==> src/rtl/div_pkg.sv <==
// Shared types and constant helpers for the sequential restoring divider family.
package div_pkg;

  typedef enum logic [1:0] {
    IDLE = 2'd0,
    RUN  = 2'd1,
    DONE = 2'd2
  } state_e;

  // Counter must be able to hold the full iteration count N.
  function automatic int cnt_w(input int n);
    return $clog2(n + 1);
  endfunction

  // Saturation patterns, valid for widths up to 63 bits.
  function automatic logic [63:0] ones_c(input int w);
    return (64'd1 << w) - 64'd1;
  endfunction

  function automatic logic [63:0] smax_c(input int w);
    return (64'd1 << (w - 1)) - 64'd1;
  endfunction

  function automatic logic [63:0] smin_c(input int w);
    return 64'd1 << (w - 1);
  endfunction

endpackage

==> src/rtl/div_step.sv <==
// One combinational restoring shift-subtract step: partial remainder plus next
// dividend bit in, reduced partial remainder plus quotient bit out.
module div_step #(
  parameter int WIDTH = 10
) (
  input  logic [WIDTH-1:0] rem_i,
  input  logic             bit_i,
  input  logic [WIDTH-1:0] dvs_i,
  output logic [WIDTH-1:0] rem_o,
  output logic             q_o
);

  logic [WIDTH:0] trial;
  logic [WIDTH:0] diff;

  // The incoming remainder is always below the divisor, so the shifted trial
  // value fits WIDTH+1 bits and the kept remainder fits WIDTH bits.
  always_comb begin
    trial = {rem_i, bit_i};
    diff  = trial - {1'b0, dvs_i};
    q_o   = (trial >= {1'b0, dvs_i});
    rem_o = WIDTH'(q_o ? diff : trial);
  end

endmodule

==> src/rtl/div_seq_param.sv <==
// Parametrised multi-cycle restoring divider with fixed-point quotient, remainder,
// divide-by-zero and saturating overflow. Define DIV_SIGNED_EN for signed mode (port sgn).
module div_seq_param
  import div_pkg::*;
#(
  parameter int WIDTH     = 10,
  parameter int FRAC_BITS = 0
) (
  input  logic             clk,
  input  logic             rst,
  input  logic             start,
`ifdef DIV_SIGNED_EN
  input  logic             sgn,
`endif
  input  logic [WIDTH-1:0] A,
  input  logic [WIDTH-1:0] B,
  output logic [WIDTH-1:0] Q,
  output logic [WIDTH-1:0] R,
  output logic             busy,
  output logic             valid,
  output logic             ov,
  output logic             dvz
);

  localparam int N     = WIDTH + FRAC_BITS;
  localparam int CNT_W = cnt_w(N);

  localparam logic [WIDTH-1:0] ONES = WIDTH'(ones_c(WIDTH));
  localparam logic [WIDTH-1:0] QMAX = WIDTH'(smax_c(WIDTH));
  localparam logic [WIDTH-1:0] QMIN = WIDTH'(smin_c(WIDTH));

  state_e             state_q, state_d;
  logic [CNT_W-1:0]   cnt_q, cnt_d;
  logic [WIDTH-1:0]   rem_q, rem_d;
  logic [N-1:0]       quo_q, quo_d;
  logic [N-1:0]       dvd_q, dvd_d;
  logic [WIDTH-1:0]   dvs_q, dvs_d;
  logic               neg_q, neg_d;
  logic               aneg_q, aneg_d;
  logic               sgn_q, sgn_d;
  logic [WIDTH-1:0]   q_q, q_d;
  logic [WIDTH-1:0]   r_q, r_d;
  logic               ov_q, ov_d;
  logic               dvz_q, dvz_d;

  logic               sgn_in;
  logic               a_neg, b_neg;
  logic [WIDTH-1:0]   a_mag, b_mag;
  logic [WIDTH-1:0]   step_rem;
  logic               step_bit;
  logic [N-1:0]       quo_nx;
  logic [WIDTH:0]     fix;

`ifdef DIV_SIGNED_EN
  assign sgn_in = sgn;
`else
  assign sgn_in = 1'b0;
`endif

  // The engine always divides magnitudes; signs are restored at completion.
  assign a_neg = sgn_in & A[WIDTH-1];
  assign b_neg = sgn_in & B[WIDTH-1];
  assign a_mag = a_neg ? -A : A;
  assign b_mag = b_neg ? -B : B;

  div_step #(.WIDTH(WIDTH)) u_step (
    .rem_i (rem_q),
    .bit_i (dvd_q[N-1]),
    .dvs_i (dvs_q),
    .rem_o (step_rem),
    .q_o   (step_bit)
  );

  // Returns {ov, Q}: range check of the N-bit magnitude quotient and sign fix-up.
  function automatic logic [WIDTH:0] sat_quo(input logic [N-1:0] mag,
                                              input logic neg,
                                              input logic smode);
    logic [WIDTH:0]   res;
    logic [N-1:0]     lim;
    logic [WIDTH-1:0] qv;
    qv  = mag[WIDTH-1:0];
    lim = neg ? N'(QMIN) : N'(QMAX);
    if (!smode) begin
      if ((mag >> WIDTH) != '0) res = {1'b1, ONES};
      else                      res = {1'b0, qv};
    end else if (mag > lim) begin
      res = {1'b1, neg ? QMIN : QMAX};
    end else begin
      res = {1'b0, neg ? -qv : qv};
    end
    return res;
  endfunction

  function automatic logic [WIDTH-1:0] fix_rem(input logic [WIDTH-1:0] mag,
                                                input logic neg);
    return neg ? -mag : mag;
  endfunction

  function automatic logic [WIDTH-1:0] dvz_quo(input logic neg, input logic smode);
    logic [WIDTH-1:0] res;
    if (!smode)   res = ONES;
    else if (neg) res = QMIN;
    else          res = QMAX;
    return res;
  endfunction

  always_comb begin
    state_d = state_q;
    cnt_d   = cnt_q;
    rem_d   = rem_q;
    quo_d   = quo_q;
    dvd_d   = dvd_q;
    dvs_d   = dvs_q;
    neg_d   = neg_q;
    aneg_d  = aneg_q;
    sgn_d   = sgn_q;
    q_d     = q_q;
    r_d     = r_q;
    ov_d    = ov_q;
    dvz_d   = dvz_q;
    quo_nx  = N'({quo_q, step_bit});
    fix     = '0;

    case (state_q)
      RUN: begin
        rem_d = step_rem;
        quo_d = quo_nx;
        dvd_d = dvd_q << 1;
        cnt_d = cnt_q - CNT_W'(1);
        if (cnt_q == CNT_W'(1)) begin
          state_d = DONE;
          fix     = sat_quo(quo_nx, neg_q, sgn_q);
          ov_d    = fix[WIDTH];
          q_d     = fix[WIDTH-1:0];
          r_d     = fix_rem(step_rem, aneg_q);
          dvz_d   = 1'b0;
        end
      end
      default: begin
        // IDLE and DONE both accept a new request on the same edge.
        if (start) begin
          sgn_d  = sgn_in;
          neg_d  = a_neg ^ b_neg;
          aneg_d = a_neg;
          dvs_d  = b_mag;
          if (B == '0) begin
            state_d = DONE;
            dvz_d   = 1'b1;
            ov_d    = 1'b1;
            q_d     = dvz_quo(a_neg, sgn_in);
            r_d     = A;
          end else begin
            state_d = RUN;
            cnt_d   = CNT_W'(N);
            rem_d   = '0;
            quo_d   = '0;
            dvd_d   = N'(a_mag) << FRAC_BITS;
          end
        end
      end
    endcase
  end

  always_ff @(posedge clk or negedge rst) begin
    if (!rst) begin
      state_q <= IDLE;
      cnt_q   <= '0;
      q_q     <= '0;
      r_q     <= '0;
      ov_q    <= 1'b0;
      dvz_q   <= 1'b0;
    end else begin
      state_q <= state_d;
      cnt_q   <= cnt_d;
      q_q     <= q_d;
      r_q     <= r_d;
      ov_q    <= ov_d;
      dvz_q   <= dvz_d;
    end
  end

  // Iteration datapath is only read after a start has loaded it.
  always_ff @(posedge clk) begin
    rem_q  <= rem_d;
    quo_q  <= quo_d;
    dvd_q  <= dvd_d;
    dvs_q  <= dvs_d;
    neg_q  <= neg_d;
    aneg_q <= aneg_d;
    sgn_q  <= sgn_d;
  end

  assign Q     = q_q;
  assign R     = r_q;
  assign ov    = ov_q;
  assign dvz   = dvz_q;
  assign busy  = (state_q == RUN);
  assign valid = (state_q == DONE);

endmodule

==> config.mk <==
export PLATFORM = sky130hd
export DESIGN_NAME = div_seq_param
export DESIGN_NICKNAME = d
export VERILOG_FILES = /design/src/rtl/div_pkg.sv /design/src/rtl/div_step.sv /design/src/rtl/div_seq_param.sv
export SDC_FILE = /design/constraint.sdc
export NUM_CORES = 1
export LEC_CHECK = 0
export CORE_MARGIN = 2
export CORE_UTILIZATION = 50
export DETAILED_ROUTE_END_ITERATION = 7
export DONT_BUFFER_PORTS = 1
export HOLD_SLACK_MARGIN = 0.06
export PLACE_DENSITY = 0.69
export SLEW_MARGIN = 40
export SYNTH_ARGS = -nofsm -noshare
export SYNTH_HDL_FRONTEND = slang
export SYNTH_SLANG_ARGS = --single-unit
==> constraint.sdc <==
create_clock -name clk -period 3.05 [get_ports clk]
set_input_delay 0.305 -clock clk [delete_from_list [all_inputs] [get_ports clk]]
set_output_delay 0.305 -clock clk [all_outputs]
set_load 0.01 [all_outputs]
==> results.toml, run 1 <==
[sta]
fin_crit_sh = 0.904
rsz_0062_raised_after_global_routing = "false"
setup_viol_count_final = 0
timing.clock.skew_ns = 0.00792
timing_max_transition_violations_final = 0
setup_total_negative_slack_ns = 0
period_needed_ns = 2.76
tightest_slew_ns = 0.611
timing.max_slew.rel_slack = 0.588
max_freq_ghz = 0.363
timing.final.hold_violations = 0

[power_and_ir_drop]
ir_worst_vdd_uv = 635
powerDensity_mw_per_mm2 = 1160
post-layout-total-power_uw = 4310
power.leakage_uw = 0.00155

[floorplanning]
io-pin-count = 47
initial_core_utilization = 0.519
design.core.area_mm2 = 0.00639
die_h_um = 85.4
floorplan.rows = 29
die_area_mm2 = 0.00729
die_w_um = 85.4

[cts]
cts.clk_slew.worst_paths_ns = 0.08
tritoncts_clock_tree = "built"
cts_buffer_depth = 2
total_clock_buffers_created_by_cts = 9
cts_setup_buffers = 0
cts.sinks = 66
cts_max_level = 3
cts_root_buffer = "sky130_fd_sc_hd__clkbuf_8"
clock_insertion_delay_worst_skew_ns = 0.35

[critical_path]
critical_path_required_ns = 3.15
rrSetupSlack_ns = 0.29
crit_arrival_ns = 2.85
endpoint = "rem_q[4]"
worst-setup-path-type = "flop to flop"
crit-reg2reg-launch = "rem_q[1]"
worstReg2RegEnd = "rem_q[4]"
worst_setup_path_start_kind = "flop"
critical_path.endpoint_type = "flop"
critPathLaunch = "rem_q[1]"
critical_path.max_fanout = 12
worst-r2r-cell-count = 6

[drt]
detail_route.drc_violations = 0
drt_iter0_drc = 162
post_detailed_route_wirelength_per_cell_um = 18.6
wl_um = 7270
route.antenna.remaining_nets = 0
route.vias.total = 2326
drt-vias-per-instance = 5.95
firstDrtPassIters = 4

[global_route]
vias_in_the_first_global_route = 2343
largest_net_degree_at_the_start_of_global_routing = 33
all_layer_gr_usage = 0.219
grt_antenna_before_repair = 0
global_route_wire_length_before_repair_um = 12200
gr-total-overflow = 0

[yosys]
yosys_warnings = 0
part_of_the_yosys_area_used_for_sequential_elements = 0.555
ys_dominant_reg_cell = "sky130_fd_sc_hd__edfxtp_1"
number_of_enable_type_register_cells_in_the_synthesized_netlist = 38
netlist_area_mm2 = 0.00331
postSynthRegisterBits = 66
syn-mean-instance-area_um2 = 11.3
post_synth_inst_count = 293
netlist-cell-type-count = 52
synth_top_cells_by_area = "sky130_fd_sc_hd__edfxtp_1 34%, sky130_fd_sc_hd__dfrtp_1 20%, sky130_fd_sc_hd__ha_1 4.5%, sky130_fd_sc_hd__nand2_1 3.9%, sky130_fd_sc_hd__o21ai_0 2.6%"
asyncSetResetFlopFracSynth = 0.409
leading_cell_type_by_number_of_instances_after_synthesis = "sky130_fd_sc_hd__edfxtp_1"
post_synthesis_net_count = 329
ys_top_cells_by_count = "38 x sky130_fd_sc_hd__edfxtp_1, 34 x sky130_fd_sc_hd__nand2_1, 27 x sky130_fd_sc_hd__dfrtp_1, 19 x sky130_fd_sc_hd__inv_1, 19 x sky130_fd_sc_hd__nor2_1"
synthDominantAreaCellType = "sky130_fd_sc_hd__edfxtp_1"
yosys.area.top_type_share = 0.345

[final_layout]
multi_input_area_mm2 = 0.00132
final_layout_net_count = 345
fill_cells = 549
drive_gt1_frac = 0.111
seqCellArea_mm2 = 0.00184
antenna_cells = 0
area_added_between_synthesis_and_finish_pct = 11.9

[worst_hold_path]
min-delay-path-class = "input pin to flop"

[job]
cap_viol_max_count = 0

[run_status]
run_status = "finished, final reports clean"

[place]
gp_congestion = 0.937
port_buffers = 0
dp_hpwl_um = 4870
-- cell families after synthesis --
group	Yosys count	share of synthesized area
and+or+nand+nor	85	0.126
AOI/OAI and AO/OA	84	0.185
DFF	66	0.555
buffers and inverters	33	0.0484
adders and majority gates	13	0.0514
xor gates and xnor gates	6	0.0159
muxes	6	0.0181
-- metal layers --
metal | GRT usage | vias to the layer above | wire (µm)
met3 | 0.0778 | 11 | 494
met2 | 0.318 | 59 | 3390
met1 | 0.297 | 1158 | 3240
met5 | 0 | - | 0
met4 | 0.0924 | 0 | 138
li1 | - | 1098 | -
-- flip-flops by register name (all words and copies together), names as in the netlist --
name,count
dvd_q,10
R,10
ov,1
state_q,2
Q,10
cnt_q,4
dvs_q,10
quo_q,9
rem_q,10
-- cell usage in the layout, fill, tap and decap left out, drive strengths merged, types with 10 or more instances in the layout --
| cell type | Yosys | routed |
|---|---|---|
| nand2 | 34 | 34 |
| nor2 | 19 | 19 |
| o21ai | 26 | 26 |
| dfrtp | 27 | 27 |
| ha | 12 | 12 |
| and2 | 10 | 10 |
| inv | 19 | 21 |
| dlygate4sd3 | 0 | 12 |
| a21oi | 12 | 12 |
| edfxtp | 38 | 38 |
| a22oi | 10 | 10 |
-- report_power, final --
group / total [µW] / internal, µW / switching, µW
combinational: 1830 / 735 / 1090
sequential: 1730 / 1450 / 283
clock: 751 / 384 / 367
-- layout make-up --
class	instances	area share
Clock buffer	9	0.0334
Clock inverter	7	0.0209
Inverter	19	0.0192
Multi-Input combinational cell	194	0.355
Sequential cell	66	0.496
Tap cell	77	0.0260
Timing Repair Buffer	19	0.0500
-- metrics by stage --
step / utilization / instances / area [µm²] / setup WS, ns / hold slack [ns]
after floorplan: - / 293 / 3310 / 0.798 / 0.00941
after CTS: 0.580 / 391 / 3710 / 0.297 / 0.0748
after detailed placement: 0.527 / 362 / 3360 / 0.333 / 0.0101
after global placement: 0.527 / 362 / 3360 / 0.352 / 0.0100
final: 0.580 / 391 / 3710 / 0.292 / 0.0931
after global routing: 0.580 / 391 / 3710 / 0.163 / 0.0922
-- worst min path at each step --
stage	startpoint	end	slack, ns	depth (start not counted)
6_report	A[7]	R[7]	0.09	2
5_1_grt	A[7]	R[7]	0.09	2
2_1_floorplan	rst	Q[0]	0.009	0
3_5_place_dp	rst	Q[6]	0.01	0
3_3_place_gp	rst	Q[6]	0.01	0
4_1_cts	A[7]	R[7]	0.07	2
-- worst max-delay path: stages (launching register included) --
cell                       delay, ns
sky130_fd_sc_hd__edfxtp_1       0.41
sky130_fd_sc_hd__ha_1           0.42
sky130_fd_sc_hd__nand3_1        0.14
sky130_fd_sc_hd__o41ai_2        0.63
sky130_fd_sc_hd__or2_1          0.53
sky130_fd_sc_hd__mux2i_1        0.32
sky130_fd_sc_hd__nor2_1         0.07
-- repair_timing --
action,4_1_cts,5_1_grt
hold endpoints to repair,38,0
hold buffers,13,0
gates resized for setup,0,0
(Power assumes the default switching activity.)
==> run 2, diff against run 1 <==
- ABC_CLOCK_PERIOD_IN_PS: not set -> 3050
- BUFFER_PORTS_ARGS: not set -> -buffer_cell sky130_fd_sc_hd__buf_4
- CTS_BUF_LIST: not set -> sky130_fd_sc_hd__clkbuf_16
- DONT_BUFFER_PORTS: 1 -> not set
- PLACE_DENSITY: 0.69 -> 0.75
==> run 2 against run 1 <==
Net effect:
- combinational power is 15% higher
- wire length is 4.6% higher
- critical path depth stayed put
- via count is 7.7% higher
- fmax is 1.2% lower
- clock-buffer cell count stayed put
- global-route usage is 0.27 points higher
- register-to-register slack worse by 0.03 ns
- first-iteration DRC count is 23% higher
- critical endpoint is now rem_q[6]
==> results.toml, run 2 (same netlist as run 1, synthesis figures left out) <==
[sta]
setup_total_negative_slack_ns = 0
setup_viol_count_final = 0
finalWorstSetupSlack_ns = 0.258
timing_max_transition_violations_final = 0
timing.clock.skew_ns = 0.00638
timing.max_slew.rel_slack = 0.591
rsz_0062_raised_after_global_routing = "false"
timing.final.hold_violations = 0
max_freq_ghz = 0.358
tightest_slew_ns = 0.607
fin_crit_sh = 0.915
period_needed_ns = 2.79

[floorplanning]
die_h_um = 85.4
initial_core_utilization = 0.519
die_w_um = 85.4
io-pin-count = 47
floorplan.rows = 29
design.core.area_mm2 = 0.00639
die_area_mm2 = 0.00729

[cts]
cts.clk_slew.worst_paths_ns = 0.06
cts.sinks = 66
post_cts_resize_count = 0
cts_buffer_depth = 2
cts_max_level = 3
tritoncts_clock_tree = "built"
cts_root_buffer = "sky130_fd_sc_hd__clkbuf_16"
clock_insertion_delay_worst_skew_ns = 0.33
total_clock_buffers_created_by_cts = 9
cts.hold.buffers_added = 1
cts_setup_buffers = 0

[drt]
route.antenna.remaining_nets = 0
drt_iter0_drc = 199
wl_um = 7600
route.vias.total = 2506
detail_route.drc_violations = 0
post_detailed_route_wirelength_per_cell_um = 17.8
firstDrtPassIters = 5
drt-vias-per-instance = 5.88

[critical_path]
critical_path.endpoint_type = "flop"
critical_path.max_fanout = 12
critical_path_required_ns = 3.13
worst-path-buf-inv = 0
crit-reg2reg-launch = "rem_q[5]"
worst-r2r-cell-count = 6
crit_arrival_ns = 2.87
max_stage_delay_ns = 0.60
critPathLaunch = "rem_q[5]"
critical_path.cell_chain = "ha_1 -> nand2_1 -> o41ai_2 -> or2_1 -> mux2i_1 -> nor2_1"
critical_path_cell_count = 6
worst-setup-path-type = "flop to flop"
worst_path_max_delay_cell = "sky130_fd_sc_hd__o41ai_2"
rrSetupSlack_ns = 0.26
cp_top_family = "simple AND/OR/NAND/NOR gates"
worst_setup_path_start_kind = "flop"

[global_route]
global_route_wire_length_before_repair_um = 12200
all_layer_gr_usage = 0.221
grt_antenna_before_repair = 0
largest_net_degree_at_the_start_of_global_routing = 28
gr-total-overflow = 0
vias_in_the_first_global_route = 2489

[final_layout]
most_common_cell_after_layout_fill_and_taps_aside = "sky130_fd_sc_hd__buf_4"
area_added_between_synthesis_and_finish_pct = 20.7
utilization = 0.626
final_layout_net_count = 380
antenna_cells = 0
drive_gt1_frac = 0.229
commonest_non_fill_non_tap_cells_in_the_layout = "53 x sky130_fd_sc_hd__buf_4, 38 x sky130_fd_sc_hd__edfxtp_1, 34 x sky130_fd_sc_hd__nand2_1"

[power_and_ir_drop]
power.leakage_uw = 0.00175
powerDensity_mw_per_mm2 = 1180
combinationalPowerShare = 0.448
p_sw_uw = 1810
p_sw_frac = 0.384
ir_worst_vdd_uv = 671
seq_power_share = 0.353
share_clk_of_total_power = 0.198
cell_internal_pwr_uw = 2900

[place]
pre_cts_slack_ns = 0.293
dp_hpwl_um = 5320
gp_congestion = 0.910
port_buffers = 46

[job]
cap_viol_max_count = 0

[worst_hold_path]
hold_path_depth = 1
holdCritStartpoint = "B[9]"
min-delay-path-class = "input pin to flop"

[run_status]
run_status = "finished, final reports clean"
==> run 2: changes by cell type in the layout (fill, tap and decap cells not counted), sizes merged <==
cell / before / now
bufinv: 1 / 0
inv: 21 / 20
buf: 7 / 53
clkinvlp: 1 / 3
dlygate4sd3: 12 / 1
==> run 2: final cells by class <==
type                    instances  area (µm²)
multi-input cells             194        1320
flip-flops and latches         66        1840
clock buffers                   9         225
inverters                      19        71.3
clock inverters                 7        45.0
repair buffers                 54         408
well taps                      77        96.3
fillers                       513        2390
==> run 2: power by group through the flow <==
stage          Clock [µW]  Sequential (µW)  Combinational [µW]
5_1_grt               977             1710                2340
3_3_place_gp            0             1670                2060
6_report              934             1670                2110
3_5_place_dp            0             1670                2110
2_1_floorplan           0             1680                1480
4_1_cts               945             1670                2120
==> run 2: final timing paths <==
path,to
max,rem_q[6]
max reg2reg,rem_q[6]
min in group asynchronous,R[4]
min,dvs_q[9]
min reg2reg,Q[9]
max in group asynchronous,Q[9]
==> run 2: per-stage QoR <==
step	hold WS, ns	total power [µW]	instances	area (µm²)
floorplan	0.00941	3150	293	3310
CTS	0.153	4730	426	4000
finish	0.160	4710	426	4000
global route	0.158	5030	426	4000
global placement	0.248	3730	409	3720
detailed placement	0.254	3780	409	3720
==> run 2: routing by layer <==
metal | share of wire | track usage | wire length (µm) | vias to the layer above
li1 | - | - | - | 1167
met2 | 0.47 | 0.336 | 3580 | 104
met3 | 0.059 | 0.0467 | 446 | 25
met4 | 0.027 | 0.121 | 209 | 0
met5 | 0 | 0 | 0 | -
met1 | 0.44 | 0.297 | 3370 | 1210
==> run 3, diff against run 2 <==
- REMOVE_ABC_BUFFERS: not set -> 1
==> run 3 against run 2 <==
Net effect:
- total power up 5.0%
- non-clock buffer count unchanged
- cell count is the same
- wire length shrank 0.14%
- die area unchanged
- sequential power hardly changed
- clock skew up 0.00057 ns
- critical path type unchanged
- combinational power is essentially flat
- sequential share of layout area fell by 0.78 points
- via count shrank 1.6%
- critical endpoint is now rem_q[3]
- clock-buffer cell count increased by 2
==> results.toml, run 3 (same netlist as run 1, synthesis figures left out) <==
[critical_path]
critical_path.endpoint_type = "flop"
worst-setup-path-type = "flop to flop"
critical_path.max_fanout = 12
critical_path.cell_chain = "ha_1 -> o211ai_1 -> a21oi_1 -> o21a_2 -> or2_1 -> mux2i_1 -> nor2_1"
worstReg2RegEnd = "rem_q[3]"
crit_arrival_ns = 2.73
critical_path_required_ns = 3.12
max_stage_delay_ns = 0.46
worst_setup_path_start_kind = "flop"
rrSetupSlack_ns = 0.40
crit-reg2reg-launch = "rem_q[3]"
worst-r2r-cell-count = 7
worst_path_max_delay_cell = "sky130_fd_sc_hd__or2_1"

[global_route]
gr-total-overflow = 0
grt_antenna_before_repair = 0
vias_in_the_first_global_route = 2401
all_layer_gr_usage = 0.219
global_route_wire_length_before_repair_um = 12300
largest_net_degree_at_the_start_of_global_routing = 33

[place]
dp_hpwl_um = 5140
gp_congestion = 0.956
port_buffers = 46

[run_status]
run_status = "finished, final reports clean"

[cts]
clock_insertion_delay_worst_skew_ns = 0.33
total_clock_buffers_created_by_cts = 9
cts_buffer_depth = 2
cts_max_level = 3
cts_root_buffer = "sky130_fd_sc_hd__clkbuf_16"
cts.sinks = 66
cts_setup_buffers = 0
post_cts_resize_count = 0
cts.clk_slew.worst_paths_ns = 0.06
tritoncts_clock_tree = "built"

[drt]
drt_iter0_drc = 224
post_detailed_route_wirelength_per_cell_um = 17.8
route.antenna.remaining_nets = 0
detail_route.drc_violations = 0
firstDrtPassIters = 5
wl_um = 7590
route.vias.total = 2467
drt-vias-per-instance = 5.79

[sta]
timing.max_slew.rel_slack = 0.612
fin_crit_sh = 0.870
timing.clock.skew_ns = 0.00695
setup_viol_count_final = 0
tightest_slew_ns = 0.580
period_needed_ns = 2.65
rsz_0062_raised_after_global_routing = "false"
max_freq_ghz = 0.377
setup_total_negative_slack_ns = 0
hold_slack_ns = 0.155
timing_max_transition_violations_final = 0
timing.final.hold_violations = 0

[floorplanning]
initial_core_utilization = 0.519
die_area_mm2 = 0.00729
io-pin-count = 47
die_h_um = 85.4
die_w_um = 85.4
design.core.area_mm2 = 0.00639
floorplan.rows = 29

[final_layout]
multi_input_area_mm2 = 0.00132
drive_gt1_frac = 0.232
commonest_non_fill_non_tap_cells_in_the_layout = "53 x sky130_fd_sc_hd__buf_4, 38 x sky130_fd_sc_hd__edfxtp_1, 34 x sky130_fd_sc_hd__nand2_1"
final_layout_net_count = 380
most_common_cell_after_layout_fill_and_taps_aside = "sky130_fd_sc_hd__buf_4"
antenna_cells = 0
fill_cells = 499
seqCellArea_mm2 = 0.00184
area_added_between_synthesis_and_finish_pct = 22.8

[power_and_ir_drop]
ir_worst_vdd_uv = 638
powerDensity_mw_per_mm2 = 1220
power.leakage_uw = 0.00179
post-layout-total-power_uw = 4950

[job]
cap_viol_max_count = 0

[worst_hold_path]
min-delay-path-class = "input pin to flop"
holdCritStartpoint = "B[5]"
hold_path_depth = 1
worst_hold_path.endpoint = "dvs_q[5]"
run 3: worst max-delay path by stage:
| stage | startpoint | to | depth (start not counted) |
|---|---|---|---|
| final | rem_q[3] | rem_q[3] | 7 |
| after global routing | rem_q[5] | rem_q[5] | 6 |
| after CTS | dvd_q[9] | rem_q[8] | 10 |
| after detailed placement | dvd_q[9] | rem_q[8] | 10 |
| after global placement | dvd_q[9] | rem_q[8] | 10 |
| after floorplan | rem_q[5] | rem_q[5] | 7 |
run 3: per-stage QoR:
step / util / setup WS [ns] / cells / instance area, µm²
floorplan: - / 0.770 / 279 / 3220
global placement: 0.582 / 0.446 / 409 / 3720
detailed placement: 0.582 / 0.429 / 409 / 3720
CTS: 0.637 / 0.415 / 426 / 4070
global route: 0.637 / 0.174 / 426 / 4070
finish: 0.637 / 0.395 / 426 / 4070
run 3: cell type report:
class,count,share of cell area
clock buffers,11,0.0677
clock inverters,5,0.0157
inverters,19,0.0175
multi-input cells,194,0.323
repair buffers,54,0.100
well taps,77,0.0237
flip-flops and latches,66,0.452
run 3: critical path: cells and delay by family (launching register included):
kind                     cells  cell delay, ns
AO/OA/AOI/OAI                3            0.70
AND/OR/NAND/NOR              2            0.53
multiplexers                 1            0.32
flip-flops                   1            0.43
adder cells (fa/ha/maj)      1            0.41
run 3: report_power, final:
group	switching [µW]	total [µW]	internal [µW]
registers	215	1670	1450
clock network	409	1150	741
logic	1230	2130	893
total	1860	4950	3090
run 3: timing repair:
item                                    4_1_cts  5_1_grt
endpoints found under the setup margin        0        0
endpoints found under the hold margin        27        0
hold buffers                                  1        0
run 3: per-layer routing:
metal	track usage	vias up	part of all wire
li1	-	1170	-
met1	0.314	1202	0.46
met2	0.332	85	0.48
met3	0.0409	10	0.048
met4	0.0866	0	0.017
met5	0	-	0
